## src/rtl/id_ex_pkg.sv

```systemverilog
// Shared definitions for the ID/EX pipeline stage.
// Provides the default channel geometry, the packed beat payload and the
// control-word field positions that the execute stage decodes.
package id_ex_pkg;

    localparam int unsigned ID_EX_DATA_W = 32;
    localparam int unsigned ID_EX_NUM_CH = 2;
    localparam int unsigned ID_EX_CTRL_W = 8;
    localparam int unsigned ID_EX_CNT_W  = 16;

    // One beat at the default geometry: all operand channels plus control.
    typedef struct packed {
        logic [ID_EX_NUM_CH*ID_EX_DATA_W-1:0] data;
        logic [ID_EX_CTRL_W-1:0]              ctrl;
    } id_ex_beat_t;

    // Control-word fields consumed by execute.
    localparam int unsigned CTRL_ALU_OP_LSB  = 0;
    localparam int unsigned CTRL_ALU_OP_W    = 4;
    localparam int unsigned CTRL_MEM_RD_BIT  = 4;
    localparam int unsigned CTRL_MEM_WR_BIT  = 5;
    localparam int unsigned CTRL_REG_WR_BIT  = 6;
    localparam int unsigned CTRL_USE_IMM_BIT = 7;

    // Width of a flattened beat (operands above control).
    function automatic int unsigned beat_w(input int unsigned num_ch,
                                           input int unsigned data_w,
                                           input int unsigned ctrl_w);
        return num_ch * data_w + ctrl_w;
    endfunction

endpackage

```

## src/rtl/id_ex_pipe_stage_if.sv

```systemverilog
// Decode-side and execute-side handshake bundle of the ID/EX stage.
// Modports:
//   slave  - the pipeline stage (consumes in_*, produces out_*)
//   master - the surrounding pipeline (produces in_*, consumes out_*)
// Signals:
//   in_valid/in_ready/in_data/in_ctrl     decode -> stage beat
//   out_valid/out_ready/out_data/out_ctrl stage -> execute beat
interface id_ex_pipe_stage_if
    import id_ex_pkg::*;
#(
    parameter int unsigned DATA_W = ID_EX_DATA_W,
    parameter int unsigned NUM_CH = ID_EX_NUM_CH,
    parameter int unsigned CTRL_W = ID_EX_CTRL_W
);

    logic                     in_valid;
    logic                     in_ready;
    logic [NUM_CH*DATA_W-1:0] in_data;
    logic [CTRL_W-1:0]        in_ctrl;

    logic                     out_valid;
    logic                     out_ready;
    logic [NUM_CH*DATA_W-1:0] out_data;
    logic [CTRL_W-1:0]        out_ctrl;

    modport slave (
        input  in_valid, in_data, in_ctrl, out_ready,
        output in_ready, out_valid, out_data, out_ctrl
    );

    modport master (
        output in_valid, in_data, in_ctrl, out_ready,
        input  in_ready, out_valid, out_data, out_ctrl
    );

endinterface

```

## src/rtl/id_ex_skid_slot.sv

```systemverilog
// Single holding register with a valid bit, used for both the main slot and
// the skid slot of the ID/EX stage.
// Ports:
//   clock, reset_n  rising-edge clock, synchronous active-low reset
//   flush           empty the slot; the data register keeps its value
//   load            capture d and mark valid (wins over unload)
//   unload          mark empty (the held beat has been consumed)
//   d / q           beat in / held beat
//   valid           slot holds a beat
module id_ex_skid_slot #(
    parameter int unsigned W = 8
) (
    input  logic         clock,
    input  logic         reset_n,
    input  logic         flush,
    input  logic         load,
    input  logic         unload,
    input  logic [W-1:0] d,
    output logic         valid,
    output logic [W-1:0] q
);

    // Valid tracking: flush beats load beats unload.
    always_ff @(posedge clock) begin
        if (!reset_n) begin
            valid <= 1'b0;
        end else if (flush) begin
            valid <= 1'b0;
        end else if (load) begin
            valid <= 1'b1;
        end else if (unload) begin
            valid <= 1'b0;
        end
    end

    // Data register: a flushed beat never overwrites the held value.
    always_ff @(posedge clock) begin
        if (!reset_n) begin
            q <= '0;
        end else if (load && !flush) begin
            q <= d;
        end
    end

endmodule

```

## src/rtl/id_ex_pipe_stage.sv

```systemverilog
// ID/EX pipeline stage: registers NUM_CH operand channels plus a control
// word between decode and execute with a valid/ready handshake, a
// synchronous flush and a saturating stall counter.
// Build option: define ID_EX_SKID_EN for a 2-entry stage with a registered
// in_ready (skid slot empty); otherwise a 1-entry stage whose in_ready is
// out_ready || !out_valid.
// Ports:
//   clock, reset_n  rising-edge clock, synchronous active-low reset
//   bus             handshake bundle (slave modport): in_* from decode,
//                   out_* to execute
//   flush           squash held beats and any beat accepted this cycle
//   stall_count     cycles with out_valid=1 and out_ready=0, saturating
module id_ex_pipe_stage
    import id_ex_pkg::*;
#(
    parameter int unsigned DATA_W = ID_EX_DATA_W,
    parameter int unsigned NUM_CH = ID_EX_NUM_CH,
    parameter int unsigned CTRL_W = ID_EX_CTRL_W,
    parameter int unsigned CNT_W  = ID_EX_CNT_W
) (
    input  logic                 clock,
    input  logic                 reset_n,
    id_ex_pipe_stage_if.slave    bus,
    input  logic                 flush,
    output logic [CNT_W-1:0]     stall_count
);

    localparam int unsigned OPS_W  = NUM_CH * DATA_W;
    localparam int unsigned BEAT_W = beat_w(NUM_CH, DATA_W, CTRL_W);

    logic              in_ready_c;
    logic              accept;
    logic              deliver;
    logic              main_valid;
    logic              main_load;
    logic [BEAT_W-1:0] in_beat;
    logic [BEAT_W-1:0] main_d;
    logic [BEAT_W-1:0] main_q;
    logic [CNT_W-1:0]  stall_q;

    // Operands above control so a beat moves as one word.
    assign in_beat = {bus.in_data, bus.in_ctrl};
    assign deliver = main_valid && bus.out_ready;
    assign accept  = bus.in_valid && in_ready_c;

`ifdef ID_EX_SKID_EN
    logic              skid_valid;
    logic              skid_load;
    logic [BEAT_W-1:0] skid_q;
    logic              main_free;

    // in_ready comes straight from the skid valid flop, never from out_ready.
    assign in_ready_c = !skid_valid;
    assign main_free  = !main_valid || deliver;

    // A full skid refills main on delivery (no accept then, in_ready=0);
    // otherwise an accepted beat goes to main if it frees, else to skid.
    assign main_load  = (skid_valid && deliver) || (accept && main_free);
    assign main_d     = skid_valid ? skid_q : in_beat;
    assign skid_load  = accept && !main_free;

    id_ex_skid_slot #(.W(BEAT_W)) u_skid_slot (
        .clock   (clock),
        .reset_n (reset_n),
        .flush   (flush),
        .load    (skid_load),
        .unload  (deliver),
        .d       (in_beat),
        .valid   (skid_valid),
        .q       (skid_q)
    );
`else
    assign in_ready_c = bus.out_ready || !main_valid;
    assign main_load  = accept;
    assign main_d     = in_beat;
`endif

    id_ex_skid_slot #(.W(BEAT_W)) u_main_slot (
        .clock   (clock),
        .reset_n (reset_n),
        .flush   (flush),
        .load    (main_load),
        .unload  (deliver),
        .d       (main_d),
        .valid   (main_valid),
        .q       (main_q)
    );

    // Stall counter: only reset clears it, flush leaves it alone.
    always_ff @(posedge clock) begin
        if (!reset_n) begin
            stall_q <= '0;
        end else if (main_valid && !bus.out_ready && (stall_q != {CNT_W{1'b1}})) begin
            stall_q <= stall_q + CNT_W'(1);
        end
    end

    assign bus.in_ready  = in_ready_c;
    assign bus.out_valid = main_valid;
    assign bus.out_data  = main_q[BEAT_W-1 -: OPS_W];
    assign bus.out_ctrl  = main_q[CTRL_W-1:0];
    assign stall_count   = stall_q;

endmodule

```

## src/flat_wrapper.sv

```systemverilog
// flat-port wrapper written by rule: the top's interface ports become plain ports
module id_ex_pipe_stage_flat import id_ex_pkg::*;
#(
    parameter int unsigned DATA_W = ID_EX_DATA_W,
    parameter int unsigned NUM_CH = ID_EX_NUM_CH,
    parameter int unsigned CTRL_W = ID_EX_CTRL_W,
    parameter int unsigned CNT_W  = ID_EX_CNT_W
)
  (clock, reset_n, flush, stall_count, bus_in_valid, bus_in_data, bus_in_ctrl, bus_out_ready, bus_in_ready, bus_out_valid, bus_out_data, bus_out_ctrl);
  id_ex_pipe_stage_if #(.DATA_W(DATA_W), .NUM_CH(NUM_CH), .CTRL_W(CTRL_W)) bus_i ();
  input  logic clock;
  input  logic reset_n;
  input  logic flush;
  output logic [CNT_W-1:0] stall_count;
  input wire logic [$bits(bus_i.in_valid)-1:0] bus_in_valid;
  input wire logic [$bits(bus_i.in_data)-1:0] bus_in_data;
  input wire logic [$bits(bus_i.in_ctrl)-1:0] bus_in_ctrl;
  input wire logic [$bits(bus_i.out_ready)-1:0] bus_out_ready;
  output wire logic [$bits(bus_i.in_ready)-1:0] bus_in_ready;
  output wire logic [$bits(bus_i.out_valid)-1:0] bus_out_valid;
  output wire logic [$bits(bus_i.out_data)-1:0] bus_out_data;
  output wire logic [$bits(bus_i.out_ctrl)-1:0] bus_out_ctrl;
  assign bus_i.in_valid = bus_in_valid;
  assign bus_i.in_data = bus_in_data;
  assign bus_i.in_ctrl = bus_in_ctrl;
  assign bus_i.out_ready = bus_out_ready;
  assign bus_in_ready = bus_i.in_ready;
  assign bus_out_valid = bus_i.out_valid;
  assign bus_out_data = bus_i.out_data;
  assign bus_out_ctrl = bus_i.out_ctrl;
  id_ex_pipe_stage #(.DATA_W(DATA_W), .NUM_CH(NUM_CH), .CTRL_W(CTRL_W), .CNT_W(CNT_W)) u_core (.clock(clock), .reset_n(reset_n), .bus(bus_i), .flush(flush), .stall_count(stall_count));
endmodule
```

## config.mk

```make
export PLATFORM = sky130hd
export DESIGN_NAME = id_ex_pipe_stage_flat
export DESIGN_NICKNAME = d
export VERILOG_FILES = /design/src/rtl/id_ex_pkg.sv /design/src/rtl/id_ex_pipe_stage_if.sv /design/src/rtl/id_ex_skid_slot.sv /design/src/rtl/id_ex_pipe_stage.sv /design/src/flat_wrapper.sv
export SDC_FILE = /design/constraint.sdc
export NUM_CORES = 1
export LEC_CHECK = 0
export ABC_AREA = 1
export BUFFER_PORTS_ARGS = -buffer_cell sky130_fd_sc_hd__buf_2
export CELL_PAD_IN_SITES_DETAIL_PLACEMENT = 0
export CELL_PAD_IN_SITES_GLOBAL_PLACEMENT = 1
export CORE_UTILIZATION = 35
export CTS_BUF_LIST = sky130_fd_sc_hd__clkbuf_4
export CTS_CLUSTER_SIZE = 8
export DETAILED_ROUTE_END_ITERATION = 12
export PLACE_DENSITY_LB_ADDON = 0.1
export SYNTH_ARGS = -nofsm -noshare
export SYNTH_HDL_FRONTEND = slang
export SYNTH_SLANG_ARGS = --single-unit
```

## constraint.sdc

```tcl
create_clock -name clock -period 3.69 [get_ports clock]
set_input_delay 0.369 -clock clock [delete_from_list [all_inputs] [get_ports clock]]
set_output_delay 0.369 -clock clock [all_outputs]
set_load 0.01 [all_outputs]
```

Word level (Yosys, flattened, before mapping)

Index checks and enable logic that the tools add are counted.

$add $sub $neg: 1
Multipliers: 0
Divide/modulo/power cells: 0
Order comparisons: 0
Equal/unequal tests: 1
Shift operators: 0
Mux-type cells: 2
Bitwise operators: 1
Reduce and logical (&&, ||, !) cells: 11

Operators with widths:

| cell                                                            | number |
|---|---|
| 16-bit by 1-bit adder with 16-bit output, second input constant | 1 |
| 16-bit != test, second input constant                           | 1 |
| 1-bit logical AND                                               | 5 |
| 1-bit zero test                                                 | 3 |
| 1-bit two-way mux                                               | 2 |
| 2-bit nonzero test                                              | 1 |
| 2-bit OR reduction                                              | 1 |
| 1-bit logical OR                                                | 1 |
| 1-bit NOT                                                       | 1 |

Register bits after elaboration: 89
Latch bits: 0
Memory bits (writable): 0
Memory bits (read-only): 0
Input bits: 77
Output and inout bits: 90
Memories: 0

Longest topological paths before layout

Depth in word-level cells: 4
Mapped depth: 9
Mapped depth without buffers: 9

Cells and area by module

A second synthesis with hierarchy kept.

Cells, all modules: 637
Area total of the unflattened synthesis: 4100.2 um2

Modules (own cells, without submodules):

| module           | instances | cells each | area an instance (um2) | sequential area each (um2) |
|---|---|---|---|---|
| id_ex_skid_slot  | 1         | 470        | 3118.0                 | 1461.4 |
| id_ex_pipe_stage | 1         | 167        | 982.2                  | 320.3 |

Worst setup path after synthesis

Ideal clock, no wire load.

Path kind: reg2reg
From: register u_core.stall_q[0], in the netlist u_core.stall_count[0]
To: register u_core.stall_q[3], in the netlist u_core.stall_count[3]
Data arrival time: 1389 ps
Required time: 3578 ps
Slack: 2190 ps
Stages on the path, launching flop included: 10
Path buffers: 1
Period minus slack after synthesis: 1500 ps
Cells stage by stage: dfxtp_1 -> ha_1 -> nand2_2 -> nor2_2 -> nand2_2 -> o21ai_4 -> buf_6 -> nand2_1 -> nand2_1 -> nor2_1

Word-level cells in the longest chain between the ends: 2
Elaborated cells on any way between the ends: 3
Those cells by class: 1 x add/sub; 1 x eq/ne; 1 x reduce/logical

RTL lines:

| item                                                                             | RTL line               | RTL |
|---|---|---|
| from (decl)                                                                      | id_ex_pipe_stage.sv:39 | `logic [CNT_W-1:0] stall_q;` |
| from (signal assigned)                                                           | id_ex_pipe_stage.sv:94 | `stall_q <= stall_q + CNT_W'(1);` |
| branches (longest 2 deep; another with 16-bit by 1-bit adder with 16-bit output) | -                      |  |

Several ways; the timed one is not identified.
A chain may end at the register's enable or synchronous reset.

Worst setup path after layout

From: register u_core.stall_q[0], in the netlist u_core.stall_count[0]
To: register u_core.stall_q[0], in the netlist u_core.stall_count[0]

Same word-level chain as after synthesis.

==> impl_metrics.csv <==
group,metric,value,unit
worst_setup_path,slowest_stage,"o21ai_4",
power_and_ir_drop,seqPwrFrac,58.9,%
clock_network,cts_resized,0,
min_path,hp-start,"flush",
layout,drive_gt1_share,30.3,%
power_and_ir_drop,ir_drop,0.175,mV
run_status,status,"finished clean",
worst_setup_path,required,4.02,ns
clock_network,cts_buffers,9,
yosys,muxShareOfSynthArea,0,%
floorplanning,start_util,36.0,%
detailed_routing,drtAntennaViolNets,0,
floorplanning,fp.dieArea,10400,µm²
yosys,synth-compound-area-share,12.2,%
timing,fin_ws,1.77,ns
yosys,syn-cell-area,3510,µm²
clock_network,tritoncts,"done",
detailed_routing,vias_per_cell,4.44,
placement,gp_congestion,0.744,
worst_setup_path,cp.arrival,2.25,ns
power_and_ir_drop,pwr-share-clk,26.3,%
global_route,grt_start_max_net_pins,73,
min_path,hold_depth,2,
timing,hold_viol,0,
timing,grt_setup_unrepaired,"no",
detailed_routing,routedWlPerCell,11.7,µm
floorplanning,die_h,102,µm
placement,place_hpwl,6270,µm
layout,area_delta_synth_final,28.3,%
detailed_routing,drc,0,
global_route,antenna_found_initial,0,
floorplanning,fp-row-count,36,
clock_network,clk_pin_slew,0.13,ns
timing,drv_slew,0,
min_path,hold_class,"input port to register",
power_and_ir_drop,powerDensity,396,nW/µm²
job,drv_cap,0,
yosys,synth_xor_area_share,1.74,%
worst_setup_path,end_kind,"register",
placement,portBuffers,166,
layout,final_core_util,46.1,%
power_and_ir_drop,p_sw_share,28.2,%
power_and_ir_drop,combPwrFrac,14.9,%
yosys,synth_fa_ha_area_share,0.356,%
yosys,seq_area_frac_synth,50.7,%
floorplanning,pin_count,167,
clock_network,insertion_delay,0.43,ns
layout,nets,718,
yosys,synth_seq_cells,89,
yosys,synth-simple-area-share,28.6,%
yosys,yosysWarnings,0,
timing,worst_slew_pin_slew,0.853,ns
worst_setup_path,r2r_end,"u_core.stall_count[0]$_SDFFE_PN0P_",
timing,clock.fmax,522,MHz
timing,fin_skew,0.00938,ns
detailed_routing,vias,3451,
yosys,synthTopCellsByArea,"dfxtp_1, nor2_1, o21ai_0",
yosys,yosys.area.top_type,"dfxtp_1",
worst_setup_path,r2r_start,"u_core.stall_count[0]$_SDFFE_PN0P_",
min_path,hold_path_end,"u_core.u_main_slot.valid$_SDFFE_PP0P_",
clock_network,h-tree-depth,3,
worst_setup_path,cp_max_fo,21,
global_route,grt_pass1_vias,3053,
layout,fillers,1066,
timing,finalCriticalPeriod,1.92,ns
detailed_routing,drtIter0Drc,89,
worst_setup_path,critical_path_class,"register to register",
yosys,yosys.area.top_type_share,50.7,%
yosys,synth_fp_nets,563,
global_route,grt_first_pass_wirelength,14400,µm
power_and_ir_drop,internal-power,1.28,mW
worst_setup_path,rrSetupSlack,1.77,ns
timing,slew_headroom,43.1,%
power_and_ir_drop,power,1.79,mW
yosys,syn_area_per_cell,7.25,µm²
layout,antennaDiodeCount,0,
worst_setup_path,max_stage_delay,0.51,ns
detailed_routing,routed_wl,9130,µm
detailed_routing,drt_pre_antenna_iters,4,
worst_setup_path,r2r.worst_path.cells,8,
global_route,grt-ovfl-total,0,
placement,place_ws,1.73,ns
yosys,synthDistinctLibCells,23,
worst_setup_path,crit_path_cell_trace,"ha_1 -> nand2_2 -> nor2_2 -> nand2_2 -> o21ai_4 -> inv_2 -> nor2_1 -> nor2_1",
yosys,synthCells,485,
timing,fin_tns_setup,0,ns
clock_network,cts.sinks,89,
timing,setup_viol,0,
clock_network,cts_buffer_depth,2,
floorplanning,die_w,102,µm
global_route,gr-usage-all-layers,17.8,%
power_and_ir_drop,leakage,2.23,nW
clock_network,clockRootBuffer,"clkbuf_4",
timing,fin_crit_sh,51.9,%
clock_network,cts_setup_buffers,0,
floorplanning,core,9770,µm²
yosys,synth_top_family_by_area,"simple AND/OR/NAND/NOR gates",
power_and_ir_drop,p_switching,504,µW
worst_setup_path,start_kind,"register",
clock_network,hold_buffers,0,
layout,layoutNonFillerInstCount,777,
placement,placed_cells,762,
-- critical path: cells and delay by family, from the launching register on --
family	cells	cell delay (ns)
AND/OR/NAND/NOR	5	0.51
AO/OA/AOI/OAI	1	0.51
flip-flops	1	0.43
adder cells (fa/ha/maj)	1	0.25
buffers and inverters	1	0.12
-- metal layers --
layer,GRT usage [%],up-vias,wire [µm]
met5,0,-,0
met4,8.90,0,226
met3,6.63,19,828
met2,28.5,120,4050
met1,21.1,1484,4030
li1,-,1828,-
-- placed cells by master, fill, tap and decap left out --
| cell | Yosys | layout |
|---|---|---|
| dfxtp_1 | 89 | 89 |
| buf_2 | 15 | 166 |
| xnor2_1 | 1 | 1 |
| inv_1 | 22 | 22 |
| nand2_2 | 4 | 4 |
| nand2_1 | 49 | 49 |
| inv_2 | 4 | 4 |
| clkinv_4 | 0 | 1 |
| a21oi_1 | 1 | 1 |
| ha_1 | 1 | 1 |
| buf_4 | 0 | 3 |
| nand3b_1 | 2 | 2 |
| xor2_1 | 6 | 6 |
| clkinv_1 | 0 | 2 |
| nand3_1 | 7 | 7 |
| clkbuf_4 | 0 | 11 |
| nor2_1 | 186 | 186 |
| o21ai_0 | 75 | 75 |
| o21ai_1 | 5 | 5 |
| o21ai_4 | 1 | 1 |
| and2_1 | 1 | 1 |
| clkinv_2 | 0 | 1 |
| nor2_2 | 2 | 2 |
| nand4_1 | 1 | 1 |
| nor2_4 | 2 | 2 |
| a211oi_1 | 1 | 1 |
-- state kept, by name, summed over array words and instances (netlist names) --
name	count
u_core.u_main_slot.valid	1
u_core.u_main_slot.q	72
u_core.stall_count	16
-- worst max path at each step --
stage / from / end / slack [ns]
floorplan: u_core.stall_count[0]$_SDFFE_PN0P_ / u_core.stall_count[3]$_SDFFE_PN0P_ / 2.19
global placement: bus_in_valid / u_core.u_main_slot.q[4]$_SDFFE_PN0P_ / 1.74
detailed placement: bus_out_ready / u_core.u_main_slot.q[6]$_SDFFE_PN0P_ / 1.73
CTS: u_core.stall_count[0]$_SDFFE_PN0P_ / u_core.stall_count[0]$_SDFFE_PN0P_ / 1.76
global route: u_core.stall_count[0]$_SDFFE_PN0P_ / u_core.stall_count[4]$_SDFFE_PN0P_ / 1.57
finish: u_core.stall_count[0]$_SDFFE_PN0P_ / u_core.stall_count[0]$_SDFFE_PN0P_ / 1.77
-- cells in the mapped netlist, drive strengths merged --
cell / instances
nor2: 190
dfxtp: 89
o21ai: 81
nand2: 53
inv: 26
buf: 17
clkbuf: 8
nand3: 7
xor2: 6
nand3b: 2
a211oi: 1
a21oi: 1
and2: 1
ha: 1
nand4: 1
xnor2: 1
-- power by group through the flow --
| stage | sequential, mW | combinational (mW) | clock, mW |
|---|---|---|---|
| global route | 1.06 | 0.303 | 0.520 |
| finish | 1.05 | 0.266 | 0.469 |
| global placement | 1.07 | 0.267 | 0 |
| detailed placement | 1.07 | 0.270 | 0 |
| CTS | 1.05 | 0.270 | 0.493 |
| floorplan | 1.10 | 0.121 | 0 |
-- layout make-up --
| type | count | area (µm²) | share of cell area, % |
|---|---|---|---|
| inverters | 26 | 97.6 | 2.16 |
| multi-input cells | 345 | 1510 | 33.4 |
| clock inverters | 4 | 21.3 | 0.472 |
| well taps | 133 | 166 | 3.69 |
| clock buffers | 11 | 82.6 | 1.83 |
| flip-flops and latches | 89 | 1780 | 39.5 |
| repair buffers | 169 | 853 | 18.9 |
-- logic make-up (layout without fill, tap and decap cells) --
| group | count (synthesis) | in the layout |
|---|---|---|
| buf+inv | 51 | 210 |
| xor+xnor | 7 | 7 |
| compound gates | 83 | 83 |
| flops | 89 | 89 |
| fa+ha+maj | 1 | 1 |
| simple gates | 254 | 254 |
-- through the flow --
step | hold slack, ns | area [µm²]
2_1_floorplan | 0.447 | 3510
3_3_place_gp | 0.458 | 4410
3_5_place_dp | 0.466 | 4410
4_1_cts | 0.0781 | 4510
5_1_grt | 0.0864 | 4510
6_report | 0.121 | 4510
(Power assumes the default switching activity.)
